File: config.mk
export PLATFORM = sky130hd
export DESIGN_NAME = alu_operand_stage_flat
export DESIGN_NICKNAME = d
export VERILOG_FILES = /design/src/rtl/alu_operand_stage_if.sv /design/src/rtl/alu_operand_stage.sv /design/src/flat_wrapper.sv
export SDC_FILE = /design/constraint.sdc
export NUM_CORES = 1
export LEC_CHECK = 0
export BUFFER_PORTS_ARGS = -buffer_cell sky130_fd_sc_hd__clkbuf_2
export CORE_ASPECT_RATIO = 1.75
export CORE_MARGIN = 1
export CORE_UTILIZATION = 35
export CTS_BUF_LIST = sky130_fd_sc_hd__clkbuf_2
export CTS_CLUSTER_SIZE = 14
export DETAILED_ROUTE_END_ITERATION = 8
export PLACE_DENSITY = 0.59
export SLEW_MARGIN = 25
export SYNTH_ARGS = -nofsm -noshare
export SYNTH_HDL_FRONTEND = slang
export SYNTH_SLANG_ARGS = --single-unit
export TNS_END_PERCENT = 30
File: constraint.sdc
create_clock -name clk -period 2.3 [get_ports clk]
set_input_delay 0.115 -clock clk [delete_from_list [all_inputs] [get_ports clk]]
set_output_delay 0.115 -clock clk [all_outputs]
set_load 0.05 [all_outputs]
File: src/rtl/alu_operand_stage_if.sv
// Shared widths and the decode->execute operand bus between the operand stage and its neighbours.
package my_pkg;
  localparam int unsigned DATA_WIDTH = 32;
  localparam int unsigned ADDR_WIDTH = 32;
endpackage

interface alu_operand_stage_if #(
  parameter int unsigned DATA_WIDTH = my_pkg::DATA_WIDTH,
  parameter int unsigned ADDR_WIDTH = my_pkg::ADDR_WIDTH,
  parameter int unsigned REG_AW     = 5,
  parameter int unsigned NUM_FWD    = 2
);
  logic                          in_valid;
  logic                          in_ready;
  logic [ADDR_WIDTH-1:0]         pc;
  logic [REG_AW-1:0]             rs1_addr;
  logic [REG_AW-1:0]             rs2_addr;
  logic [DATA_WIDTH-1:0]         rs1_data;
  logic [DATA_WIDTH-1:0]         rs2_data;
  logic [DATA_WIDTH-1:0]         imm;
  logic [2:0]                    alu_src;
  logic [NUM_FWD-1:0]            fwd_valid;
  logic [NUM_FWD*REG_AW-1:0]     fwd_addr;
  logic [NUM_FWD*DATA_WIDTH-1:0] fwd_data;
  logic                          flush;
  logic                          out_valid;
  logic                          out_ready;
  logic [DATA_WIDTH-1:0]         data1;
  logic [DATA_WIDTH-1:0]         data2;
  logic [DATA_WIDTH-1:0]         store_data;

  modport master (
    output in_valid, pc, rs1_addr, rs2_addr, rs1_data, rs2_data, imm, alu_src,
           fwd_valid, fwd_addr, fwd_data, flush, out_ready,
    input  in_ready, out_valid, data1, data2, store_data
  );

  modport slave (
    input  in_valid, pc, rs1_addr, rs2_addr, rs1_data, rs2_data, imm, alu_src,
           fwd_valid, fwd_addr, fwd_data, flush, out_ready,
    output in_ready, out_valid, data1, data2, store_data
  );
endinterface

File: src/rtl/alu_operand_stage.sv
// Registered ALU operand select with result forwarding and a 2-entry (main + skid) elastic buffer.
module alu_operand_stage #(
  parameter int unsigned DATA_WIDTH = my_pkg::DATA_WIDTH,
  parameter int unsigned ADDR_WIDTH = my_pkg::ADDR_WIDTH,
  parameter int unsigned REG_AW     = 5,
  parameter int unsigned NUM_FWD    = 2
) (
  input logic               clk,
  input logic               rst_n,
  alu_operand_stage_if.slave bus
);

  typedef struct packed {
    logic [DATA_WIDTH-1:0] data1;
    logic [DATA_WIDTH-1:0] data2;
    logic [DATA_WIDTH-1:0] store_data;
  } operand_t;

  operand_t main_q, main_d;
  operand_t skid_q, skid_d;
  logic     out_valid_q, out_valid_d;
  logic     skid_v_q, skid_v_d;
  logic     in_ready_q, in_ready_d;

  logic [DATA_WIDTH-1:0] rs1_fwd;
  logic [DATA_WIDTH-1:0] rs2_fwd;
  logic [ADDR_WIDTH-1:0] pc_w;
  operand_t              sel;
  logic                  accept;

  assign pc_w = bus.pc;

  // Forwarding: scan oldest to youngest so the lowest matching channel wins; x0 never forwards.
  always_comb begin
    rs1_fwd = bus.rs1_data;
    rs2_fwd = bus.rs2_data;
    for (int i = int'(NUM_FWD) - 1; i >= 0; i--) begin
      if (bus.fwd_valid[i] && (bus.rs1_addr != '0) &&
          (bus.fwd_addr[i*REG_AW +: REG_AW] == bus.rs1_addr))
        rs1_fwd = bus.fwd_data[i*DATA_WIDTH +: DATA_WIDTH];
      if (bus.fwd_valid[i] && (bus.rs2_addr != '0) &&
          (bus.fwd_addr[i*REG_AW +: REG_AW] == bus.rs2_addr))
        rs2_fwd = bus.fwd_data[i*DATA_WIDTH +: DATA_WIDTH];
    end
  end

  // Operand selection
  always_comb begin
    sel.data1      = bus.alu_src[0] ? DATA_WIDTH'(pc_w) : rs1_fwd;
    sel.store_data = rs2_fwd;
    case (bus.alu_src[2:1])
      2'b00:   sel.data2 = rs2_fwd;
      2'b01:   sel.data2 = bus.imm;
      2'b10:   sel.data2 = DATA_WIDTH'(4);
      default: sel.data2 = '0;
    endcase
  end

  assign accept = bus.in_valid && in_ready_q && !bus.flush;

  // Elastic buffer next state; accept implies the skid is empty because in_ready tracks !skid_v.
  always_comb begin
    main_d      = main_q;
    skid_d      = skid_q;
    out_valid_d = out_valid_q;
    skid_v_d    = skid_v_q;
    if (bus.flush) begin
      out_valid_d = 1'b0;
      skid_v_d    = 1'b0;
    end else if (accept) begin
      if (!out_valid_q || bus.out_ready) begin
        main_d      = sel;
        out_valid_d = 1'b1;
      end else begin
        skid_d   = sel;
        skid_v_d = 1'b1;
      end
    end else if (out_valid_q && bus.out_ready) begin
      if (skid_v_q) begin
        main_d   = skid_q;
        skid_v_d = 1'b0;
      end else begin
        out_valid_d = 1'b0;
      end
    end
    in_ready_d = !skid_v_d;
  end

  always_ff @(posedge clk) begin
    if (!rst_n) begin
      main_q      <= '0;
      skid_q      <= '0;
      out_valid_q <= 1'b0;
      skid_v_q    <= 1'b0;
      in_ready_q  <= 1'b1;
    end else begin
      main_q      <= main_d;
      skid_q      <= skid_d;
      out_valid_q <= out_valid_d;
      skid_v_q    <= skid_v_d;
      in_ready_q  <= in_ready_d;
    end
  end

  assign bus.in_ready   = in_ready_q;
  assign bus.out_valid  = out_valid_q;
  assign bus.data1      = main_q.data1;
  assign bus.data2      = main_q.data2;
  assign bus.store_data = main_q.store_data;

endmodule

File: src/flat_wrapper.sv
// flat-port wrapper written by rule: the top's interface ports become plain ports
module alu_operand_stage_flat 
#(
  parameter int unsigned DATA_WIDTH = my_pkg::DATA_WIDTH,
  parameter int unsigned ADDR_WIDTH = my_pkg::ADDR_WIDTH,
  parameter int unsigned REG_AW     = 5,
  parameter int unsigned NUM_FWD    = 2
)
  (clk, rst_n, bus_in_valid, bus_pc, bus_rs1_addr, bus_rs2_addr, bus_rs1_data, bus_rs2_data, bus_imm, bus_alu_src, bus_fwd_valid, bus_fwd_addr, bus_fwd_data, bus_flush, bus_out_ready, bus_in_ready, bus_out_valid, bus_data1, bus_data2, bus_store_data);
  alu_operand_stage_if #(.DATA_WIDTH(DATA_WIDTH), .ADDR_WIDTH(ADDR_WIDTH), .REG_AW(REG_AW), .NUM_FWD(NUM_FWD)) bus_i ();
  input logic clk;
  input logic rst_n;
  input wire logic [$bits(bus_i.in_valid)-1:0] bus_in_valid;
  input wire logic [$bits(bus_i.pc)-1:0] bus_pc;
  input wire logic [$bits(bus_i.rs1_addr)-1:0] bus_rs1_addr;
  input wire logic [$bits(bus_i.rs2_addr)-1:0] bus_rs2_addr;
  input wire logic [$bits(bus_i.rs1_data)-1:0] bus_rs1_data;
  input wire logic [$bits(bus_i.rs2_data)-1:0] bus_rs2_data;
  input wire logic [$bits(bus_i.imm)-1:0] bus_imm;
  input wire logic [$bits(bus_i.alu_src)-1:0] bus_alu_src;
  input wire logic [$bits(bus_i.fwd_valid)-1:0] bus_fwd_valid;
  input wire logic [$bits(bus_i.fwd_addr)-1:0] bus_fwd_addr;
  input wire logic [$bits(bus_i.fwd_data)-1:0] bus_fwd_data;
  input wire logic [$bits(bus_i.flush)-1:0] bus_flush;
  input wire logic [$bits(bus_i.out_ready)-1:0] bus_out_ready;
  output wire logic [$bits(bus_i.in_ready)-1:0] bus_in_ready;
  output wire logic [$bits(bus_i.out_valid)-1:0] bus_out_valid;
  output wire logic [$bits(bus_i.data1)-1:0] bus_data1;
  output wire logic [$bits(bus_i.data2)-1:0] bus_data2;
  output wire logic [$bits(bus_i.store_data)-1:0] bus_store_data;
  assign bus_i.in_valid = bus_in_valid;
  assign bus_i.pc = bus_pc;
  assign bus_i.rs1_addr = bus_rs1_addr;
  assign bus_i.rs2_addr = bus_rs2_addr;
  assign bus_i.rs1_data = bus_rs1_data;
  assign bus_i.rs2_data = bus_rs2_data;
  assign bus_i.imm = bus_imm;
  assign bus_i.alu_src = bus_alu_src;
  assign bus_i.fwd_valid = bus_fwd_valid;
  assign bus_i.fwd_addr = bus_fwd_addr;
  assign bus_i.fwd_data = bus_fwd_data;
  assign bus_i.flush = bus_flush;
  assign bus_i.out_ready = bus_out_ready;
  assign bus_in_ready = bus_i.in_ready;
  assign bus_out_valid = bus_i.out_valid;
  assign bus_data1 = bus_i.data1;
  assign bus_data2 = bus_i.data2;
  assign bus_store_data = bus_i.store_data;
  alu_operand_stage #(.DATA_WIDTH(DATA_WIDTH), .ADDR_WIDTH(ADDR_WIDTH), .REG_AW(REG_AW), .NUM_FWD(NUM_FWD)) u_core (.clk(clk), .rst_n(rst_n), .bus(bus_i));
endmodule
==> results of run 1 <==
through the flow:
stage | worst slack [ns] | std cells
detailed placement | 0.0386 | 2085
global placement | 0.0911 | 2085
floorplan | 0.138 | 1493
cell families after synthesis:
kind of cell    after synthesis
flops                       195
xor+xnor                     20
simple gates                384
compound gates              679
buf+inv                     215
==> flow_summary.toml, run 1 <==
[clock_tree]
clock_path_buffers = 2
clock-sinks = 195
h-tree-depth = 4
cts_root_buffer = "clkbuf_2"
ctsResizeCount = 0
cts_made_buffers = 17
post_cts_buffers = 0
cts_hold_buffers = 424

[floorplanning]
io_pins = 320
rows = 87
die_h_um = 241
start_util_pct = 35.5
dieWidth_um = 139

[yosys]
syn_area_per_cell_um2 = 7.67
muxShareOfSynthArea_pct = 0
synth-compound-area-share_pct = 40.8
synthFlopType = "dfxtp_1"
synth_most_common_cell = "dfxtp_1"
synth_top_cell_by_area = "dfxtp_1"
ys_seq_elements = 195
ys_seq_area_share_pct = 34.1
synth_simple_gate_area_share_pct = 16.2
synth_cell_type_count = 44
syn_area_um2 = 11500
yosys.area_share.xor_xnor_pct = 1.53
synthAdderAreaFrac_pct = 0
syn-num-nets = 1715
ys_warn_count = 0
syn_inst = 1493
synth_top_cells_by_area = "dfxtp_1 34%, o31ai_1 8.3%, a31oi_1 6.8%"
synth_top_area_share_pct = 34.1
synth_commonest_cells = "195 x dfxtp_1, 165 x nand2_1, 146 x clkbuf_1"
async_flop_share_pct = 0
synth-edff-count = 0
synth_top_family_by_area = "compound AO/OA/AOI/OAI gates"

[run_status]
tool.error = "[ERROR RSZ-0060] Max buffer count reached."
stop_stage = "clock tree synthesis"
outcome = "did not finish"

[placed_design]
gp_congestion = 0.919
place_area_um2 = 13600
dpl.hpwl_um = 32700
port_buffers = 319
==> run 2, diff against run 1 <==
--- a/config.mk
+++ b/config.mk
@@ -6,13 +6,10 @@
 export NUM_CORES = 1
 export LEC_CHECK = 0
 export BUFFER_PORTS_ARGS = -buffer_cell sky130_fd_sc_hd__clkbuf_2
-export CORE_ASPECT_RATIO = 1.75
 export CORE_MARGIN = 1
-export CORE_UTILIZATION = 35
-export CTS_BUF_LIST = sky130_fd_sc_hd__clkbuf_2
-export CTS_CLUSTER_SIZE = 14
+export CORE_UTILIZATION = 20
 export DETAILED_ROUTE_END_ITERATION = 8
-export PLACE_DENSITY = 0.59
+export PLACE_DENSITY_LB_ADDON = 0.15
 export SLEW_MARGIN = 25
 export SYNTH_ARGS = -nofsm -noshare
 export SYNTH_HDL_FRONTEND = slang
==> flow_summary.toml, run 2 <==
[run_status]
outcome = "completed"

[layout]
drive_gt1_share_pct = 26.6
final_common_cell = "clkbuf_2"
area_growth_pct = 34.6
nets = 2011
final_cells = 2556
final_cell_mix = "318 x clkbuf_2, 195 x dfxtp_1, 164 x nand2_1"
largest_reg_flops = 96
regMostFlops = "u_core.skid_q"

[floorplanning]
die_h_um = 241
rows = 87
start_util_pct = 20.3
core_area_um2 = 56500
dieWidth_um = 241
die-area_um2 = 58200
io_pins = 320

[yosys]
synth_top_cell_by_area = "dfxtp_1"
synth_top_cells_by_area = "dfxtp_1 34%, o31ai_1 8.3%, a31oi_1 6.8%"
ys_warn_count = 0
ys_seq_area_share_pct = 34.1
synth_top_area_share_pct = 34.1
syn_area_um2 = 11500
synth_cell_type_count = 44
synth-edff-count = 0
syn_area_per_cell_um2 = 7.67
ys_seq_elements = 195
synthFlopType = "dfxtp_1"
synth_most_common_cell = "dfxtp_1"
synth_commonest_cells = "195 x dfxtp_1, 165 x nand2_1, 146 x clkbuf_1"
syn-num-nets = 1715
async_flop_share_pct = 0
syn_inst = 1493

[worst_setup_path]
worstSetupPathType = "flip-flop to flip-flop"
cp_data_required_time_ns = 2.66
startpoint_type = "flip-flop"
end_kind = "flip-flop"
cp_max_fo = 50
cp.arrival_ns = 2.48

[timing]
setup_violations = 0
fin_setup_tns_ns = 0
rsz0062_at_grt = "false"
tightest_slew_ns = 0.638
finalCritPeriodShare_pct = 92.4
slew_violations = 0
finClkSkew_ns = 0.0113
maxSlewHeadroom_pct = 57.5
final-hold-violation-count = 0
period_needed_ns = 2.13
fmax_ghz = 0.471

[detailed_routing]
wire_per_inst_um = 23.3
via_per_inst = 5.30
num_vias = 13600
first_iter_violations = 1221
wirelength_um = 59600
drc = 0
ant_nets = 0
drtPass1Iterations = 5

[pwr]
finalPower_mw = 8.87
max-vdd-ir-drop_uv = 498
power_density_nw_per_um2 = 575
p_leak_nw = 5.95

[clock_tree]
clock_latency_ns = 0.47
clock_path_buffers = 2
cts_made_buffers = 17
clkSlewWorstSetupHoldPaths_ns = 0.08
clock-sinks = 195
cts_root_buffer = "clkbuf_16"
h-tree-depth = 4
cts_tree = "done"

[global_routing]
grt_pass1_vias = 12700
grt_antenna_before_repair = 6
grt_max_degree = 101
grt_use_total_pct = 20.1
grt_overflow = 0
grt_pass1_wl_um = 86300

[worst_hold_path]
hold_class = "primary input to flip-flop"

[placed_design]
dpl.hpwl_um = 41900
place_inst = 2469
port_buffers = 319
gp_congestion = 0.810

[run]
cap_violations = 0
-- run 2: cell counts after synthesis --
Identical to the previous run, type by type.
-- run 2: worst max-delay path: stages, from the launching register on --
cell,delay [ns]
dfxtp_1,0.40
nor2b_1,0.31
buf_4,0.20
a211o_4,0.13
buf_4,0.49
o31ai_1,0.18
a32o_1,0.24
-- run 2: layer usage --
layer | track usage [%] | part of all wire, %
met1 | 30.2 | 50
met2 | 29.2 | 42
met3 | 2.87 | 5.8
met4 | 5.68 | 2.0
met5 | 0 | 0.039
-- run 2: through the flow --
stage          hold slack, ns  cell area [um2]  setup slack (ns)  util, %
3_5_place_dp            0.400            14300           -0.0371     25.2
3_3_place_gp            0.392            14300           -0.0153     25.2
2_1_floorplan           0.269            11500             0.138        -
4_1_cts               0.00309            15400             0.190     27.3
5_1_grt                0.0314            15400            0.0616     27.3
6_report               0.0325            15400             0.175     27.3
-- run 2: final timing paths --
path | start | depth (start not counted) | slack [ns] | to
min reg2reg | u_core.skid_q[0] | 2 | 0.46 | u_core.skid_q[0]
max | u_core.bus.out_valid | 6 | 0.17 | u_core.bus.data1[20]
min | bus_imm[16] | 3 | 0.03 | u_core.bus.data2[16]
max reg2reg | u_core.bus.out_valid | 6 | 0.17 | u_core.bus.data1[20]
-- run 2: repair_timing --
action                    in CTS  in global routing
setup buffers                  0                  0
hold endpoints to repair      83                  0
hold buffers                  57                  0
gates resized for setup        0                  0
-- run 2: cell families after synthesis --
kind of cell | count (synthesis) | synth area share (%)
compound gates | 679 | 40.8
simple gates | 384 | 16.2
buf+inv | 215 | 7.37
flops | 195 | 34.1
xor+xnor | 20 | 1.53
-- run 2: layout make-up --
cell class	count	area, um2
Fill cell	6220	41100
Multi-Input combinational cell	1083	6780
Sequential cell	195	3900
Timing Repair Buffer	456	3070
Tap cell	756	946
Clock buffer	18	429
Clock inverter	11	154
Inverter	36	135
Antenna cell	1	2.50
-- run 2: power breakdown --
part	internal, mW	total (mW)	switching (mW)	leakage [nW]
clock	1.71	3.25	1.54	0.279
sequential	3.49	3.56	0.0738	1.58
combinational	0.662	2.06	1.40	4.09
total	5.86	8.87	3.01	5.95
(Power assumes the default switching activity.)
==> run 3, diff against run 2 <==
--- a/config.mk
+++ b/config.mk
@@ -9,6 +9,7 @@
 export CORE_MARGIN = 1
 export CORE_UTILIZATION = 20
 export DETAILED_ROUTE_END_ITERATION = 8
+export MAX_ROUTING_LAYER = met4
 export PLACE_DENSITY_LB_ADDON = 0.15
 export SLEW_MARGIN = 25
 export SYNTH_ARGS = -nofsm -noshare
==> flow_summary.toml, run 3 (same netlist as run 2, synthesis figures left out) <==
[global_routing]
grt_antenna_before_repair = 6
grt_pass1_wl_um = 86500
grt_use_total_pct = 20.7
grt_pass1_vias = 12700
grt_max_degree = 101
grt_overflow = 0

[worst_setup_path]
startpoint_type = "flip-flop"
cp_slowest_cell = "buf_4"
cp.arrival_ns = 2.49
cpMostUsedCell = "buf_4"
cp_max_fo = 50
slowest_delay_ns = 0.50
cp_data_required_time_ns = 2.66
path_buf_inv = 2
crit_chain = "nor2b_1 > buf_4 > a211o_4 > buf_4 > o31ai_1 > a32o_1"
worstSetupPathType = "flip-flop to flip-flop"
reg2reg_slack_ns = 0.17
critPathTopFamily = "buffers and inverters"
end_kind = "flip-flop"

[clock_tree]
clock_path_buffers = 2
cts_made_buffers = 17
ctsResizeCount = 0
clock-sinks = 195
h-tree-depth = 4
post_cts_buffers = 0
clkSlewWorstSetupHoldPaths_ns = 0.08
clock_latency_ns = 0.47
cts_tree = "done"
cts_root_buffer = "clkbuf_16"

[pwr]
power_density_nw_per_um2 = 575
clockPowerShare_pct = 36.6
p_int_mw = 5.86
power_switching_mw = 3.01
combPwrFrac_pct = 23.3
p_sw_share_pct = 34.0
max-vdd-ir-drop_uv = 496
p_leak_nw = 5.95
p_seq_share_pct = 40.1

[layout]
final_common_cell = "clkbuf_2"
area_growth_pct = 34.7
final_util_pct = 27.3
largest_reg_flops = 96
final_cell_mix = "318 x clkbuf_2, 195 x dfxtp_1, 164 x nand2_1"
n_fill_cell = 6221
drive_gt1_share_pct = 26.6
nets = 2011
design_area_um2 = 15400
regMostFlops = "u_core.skid_q"

[detailed_routing]
via_per_inst = 5.32
num_vias = 13600
wire_per_inst_um = 23.3
first_iter_violations = 1131
ant_nets = 0
wirelength_um = 59600
drtPass1Iterations = 5
drc = 0

[timing]
finalCritPeriodShare_pct = 92.6
fmax_ghz = 0.470
tightest_slew_ns = 0.666
rsz0062_at_grt = "false"
period_needed_ns = 2.13
finClkSkew_ns = 0.0106
slew_violations = 0
setup_violations = 0
final-hold-violation-count = 0
maxSlewHeadroom_pct = 55.6

[placed_design]
gp_congestion = 0.822
port_buffers = 319
dpl.hpwl_um = 41900
place_area_um2 = 14300

[run_status]
outcome = "completed"

[floorplanning]
die_h_um = 241
core_area_um2 = 56500
die-area_um2 = 58200
start_util_pct = 20.3
dieWidth_um = 241
io_pins = 320
rows = 87

[run]
cap_violations = 0

[worst_hold_path]
hold_class = "primary input to flip-flop"
[run 3: path summary, 6_finish.rpt]
check / start / to / cells past startpoint
worst max-delay path: u_core.bus.out_valid / u_core.bus.data1[20] / 6
worst min-delay path: bus_imm[16] / u_core.bus.data2[16] / 3
worst max register to register: u_core.bus.out_valid / u_core.bus.data1[20] / 6
worst min register to register: u_core.skid_q[0] / u_core.skid_q[0] / 2
[run 3: through the flow]
step                std cells  TNS [ns]  hold WS [ns]  power (mW)  setup WS (ns)
CTS                      2555         0       0.00309        8.99          0.190
global route             2558         0        0.0314        9.24         0.0577
global placement         2469   -0.0275         0.392        5.62        -0.0153
floorplan                1493         0         0.269        4.72          0.138
detailed placement       2469    -0.152         0.400        5.63        -0.0371
finish                   2558         0        0.0314        8.87          0.171
[run 3: layout make-up]
type / count / area [um2] / area share, %
multi-input cells: 1083 / 6780 / 43.9
flip-flops and latches: 195 / 3900 / 25.3
well taps: 756 / 946 / 6.13
clock buffers: 18 / 429 / 2.78
inverters: 36 / 135 / 0.876
clock inverters: 11 / 154 / 0.998
repair buffers: 456 / 3070 / 19.9
diodes: 3 / 7.51 / 0.0487
[run 3: tightest hold or removal path, cell delays in order]
cell      delay (ns)
clkbuf_2        0.08
nand2_1         0.15
a31oi_1         0.10
[run 3: metal layers]
metal | vias to the layer above | GRT usage, % | share of wire [%]
met5 | - | - | 0
met1 | 6635 | 30.4 | 50
met3 | 62 | 2.95 | 6.2
li1 | 6361 | - | -
met2 | 551 | 29.0 | 42
met4 | 0 | 5.68 | 1.8
[run 3: power groups by stage]
| stage | Sequential (mW) | Combinational [mW] | Clock [mW] |
|---|---|---|---|
| CTS | 3.56 | 2.07 | 3.36 |
| detailed placement | 3.64 | 1.99 | 0 |
| finish | 3.56 | 2.06 | 3.25 |
| floorplan | 3.94 | 0.786 | 0 |
| global placement | 3.64 | 1.98 | 0 |
| global route | 3.57 | 2.22 | 3.45 |
[run 3: timing repair]
item | 4_1_cts | 5_1_grt
endpoints found under the setup margin | 0 | 0
hold endpoints to repair | 83 | 0
hold buffers | 57 | 0
==> run 4, diff against run 3 <==
--- a/config.mk
+++ b/config.mk
@@ -5,6 +5,7 @@
 export SDC_FILE = /design/constraint.sdc
 export NUM_CORES = 1
 export LEC_CHECK = 0
+export ABC_AREA = 1
 export BUFFER_PORTS_ARGS = -buffer_cell sky130_fd_sc_hd__clkbuf_2
 export CORE_MARGIN = 1
 export CORE_UTILIZATION = 20
==> flow_summary.toml, run 4 <==
[detailed_routing]
wirelength_um = 57700
drc = 0
wire_per_inst_um = 20.4
drtPass1Iterations = 5
first_iter_violations = 926
num_vias = 12900
via_per_inst = 4.55
ant_nets = 0

[worst_setup_path]
path_buf_inv = 3
cp_data_required_time_ns = 2.72
end_kind = "flip-flop"
worstSetupPathType = "flip-flop to flip-flop"
cp_max_fo = 53
slowest_delay_ns = 0.55
cp.arrival_ns = 2.31
critPathTopFamily = "buffers and inverters"
crit_chain = "inv_1 > nor2_1 > nor3_4 > inv_4 > buf_4 > a21oi_1 > a21oi_1"
cp_slowest_cell = "buf_4"
cpMostUsedCell = "a21oi_1"
startpoint_type = "flip-flop"

[timing]
fmax_ghz = 0.529
rsz0062_at_grt = "false"
slew_violations = 0
finClkSkew_ns = 0.00807
final-hold-violation-count = 0
maxSlewHeadroom_pct = 42.8
hold_ws_ns = 0.0427
fin_ws_ns = 0.410
fin_setup_tns_ns = 0
period_needed_ns = 1.89
tightest_slew_ns = 0.858
finalCritPeriodShare_pct = 82.2
setup_violations = 0

[yosys]
synth-edff-count = 0
ys_warn_count = 0
synth_most_common_cell = "nand2_1"
ys_seq_area_share_pct = 34.7
synthAdderAreaFrac_pct = 0
synth_top_cells_by_area = "dfxtp_1 35%, nand2_1 14%, a21oi_1 8.3%"
syn_area_per_cell_um2 = 6.45
synth_top_cell_by_area = "dfxtp_1"
async_flop_share_pct = 0
muxShareOfSynthArea_pct = 0
synth_top_area_share_pct = 34.7
ys_seq_elements = 195
synth_simple_gate_area_share_pct = 33.9
synth_top_family_by_area = "simple AND/OR/NAND/NOR gates"
synth_commonest_cells = "423 x nand2_1, 195 x dfxtp_1, 187 x a21oi_1"
syn_area_um2 = 11300
synth_cell_type_count = 29
synth-compound-area-share_pct = 18.6
yosys.area_share.xor_xnor_pct = 0.467
syn_inst = 1746
synthFlopType = "dfxtp_1"
syn-num-nets = 1968

[placed_design]
port_buffers = 319
gp_congestion = 0.865
dp_slack_ns = 0.198
place_area_um2 = 13600
dpl.hpwl_um = 40800
place_inst = 2722

[floorplanning]
die-area_um2 = 57300
core_area_um2 = 55400
start_util_pct = 20.3
dieWidth_um = 239
die_h_um = 239
rows = 86
io_pins = 320

[pwr]
p_leak_nw = 7.68
p_int_mw = 5.85
finalPower_mw = 8.86
max-vdd-ir-drop_uv = 615
p_seq_share_pct = 40.5
power_switching_mw = 3.01
clockPowerShare_pct = 36.2
p_sw_share_pct = 34.0
combPwrFrac_pct = 23.3
power_density_nw_per_um2 = 595

[layout]
multi_input_area_um2 = 5990
area_growth_pct = 32.2
final_util_pct = 26.9
largest_reg_flops = 96
seq_area_um2 = 3900
drive_gt1_share_pct = 23.8
n_fill_cell = 6269
design_area_um2 = 14900
final_cells = 2829
nets = 2289
final_cell_mix = "423 x nand2_1, 318 x clkbuf_2, 195 x dfxtp_1"
final_common_cell = "nand2_1"
regMostFlops = "u_core.skid_q"

[clock_tree]
cts_root_buffer = "clkbuf_16"
clock_path_buffers = 2
ctsResizeCount = 0
clkSlewWorstSetupHoldPaths_ns = 0.07
cts_made_buffers = 17
h-tree-depth = 4
post_cts_buffers = 0
clock_latency_ns = 0.49
clock-sinks = 195
cts_tree = "done"

[global_routing]
grt_use_total_pct = 20.8
grt_pass1_vias = 12200
grt_overflow = 0
grt_pass1_wl_um = 83600
grt_max_degree = 129
grt_antenna_before_repair = 2

[run_status]
outcome = "completed"

[worst_hold_path]
hold_class = "primary input to flip-flop"

[run]
cap_violations = 0
run 4: cell types whose count changed in the layout (fill, tap and decap cells not counted), moves of 64 or more:
cell / before / now
nand2_1: 164 / 423
nor2_1: 35 / 131
o31ai_1: 126 / 0
nand3_1: 33 / 186
a21oi_1: 67 / 187
o21ai_1: 0 / 64
inv_1: 36 / 180
a31oi_1: 125 / 1
run 4: worst register-to-register path, delay by kind of cell, from the launching register on:
| kind | cells | cell delay (ns) |
|---|---|---|
| compound gates | 2 | 0.42 |
| buf+inv | 3 | 0.66 |
| flops | 1 | 0.37 |
| simple gates | 2 | 0.36 |
run 4: kinds of logic (layout without fill, tap and decap cells):
| kind of cell | after synthesis | in the layout |
|---|---|---|
| compound gates | 393 | 393 |
| xor+xnor | 6 | 6 |
| buf+inv | 319 | 652 |
| flops | 195 | 195 |
| other cells | 0 | 2 |
| simple gates | 833 | 833 |
run 4: path summary, 6_finish.rpt:
kind	start	end	slack [ns]	cells after the start
max	u_core.bus.out_valid	u_core.bus.store_data[12]	0.41	7
min	bus_rs2_data[30]	u_core.bus.store_data[30]	0.04	5
max reg2reg	u_core.bus.out_valid	u_core.bus.store_data[12]	0.41	7
min reg2reg	u_core.skid_v_q	u_core.skid_v_q	0.50	1
run 4: routing by layer:
metal / part of all wire, % / routed length [um] / global-route usage (%) / vias to the layer above
met5: 0 / 0 / - / -
li1: - / - / - / 6285
met2: 45 / 25800 / 32.0 / 444
met4: 1.7 / 992 / 6.06 / 0
met3: 5.6 / 3240 / 3.20 / 39
met1: 48 / 27600 / 27.9 / 6096
run 4: power groups by stage:
stage	sequential, mW	clock, mW	combinational (mW)
6_report	3.59	3.21	2.06
5_1_grt	3.60	3.43	2.23
4_1_cts	3.59	3.31	2.09
3_5_place_dp	3.67	0	1.98
3_3_place_gp	3.67	0	1.98
2_1_floorplan	4.02	0	0.802
run 4: cell type report:
cell class                 count  area share, %
tap                          748           6.29
timing repair buffer         429           18.5
clock buffer                  22           3.05
sequential                   195           26.2
clock inverter                 9          0.865
antenna                        2         0.0336
inverter                     192           4.87
multi-input combinational   1232           40.2
run 4: what timing repair did:
| item | in CTS | in global routing |
|---|---|---|
| endpoints found under the setup margin | 0 | 0 |
| hold endpoints to repair | 123 | 0 |
| hold buffers | 74 | 0 |
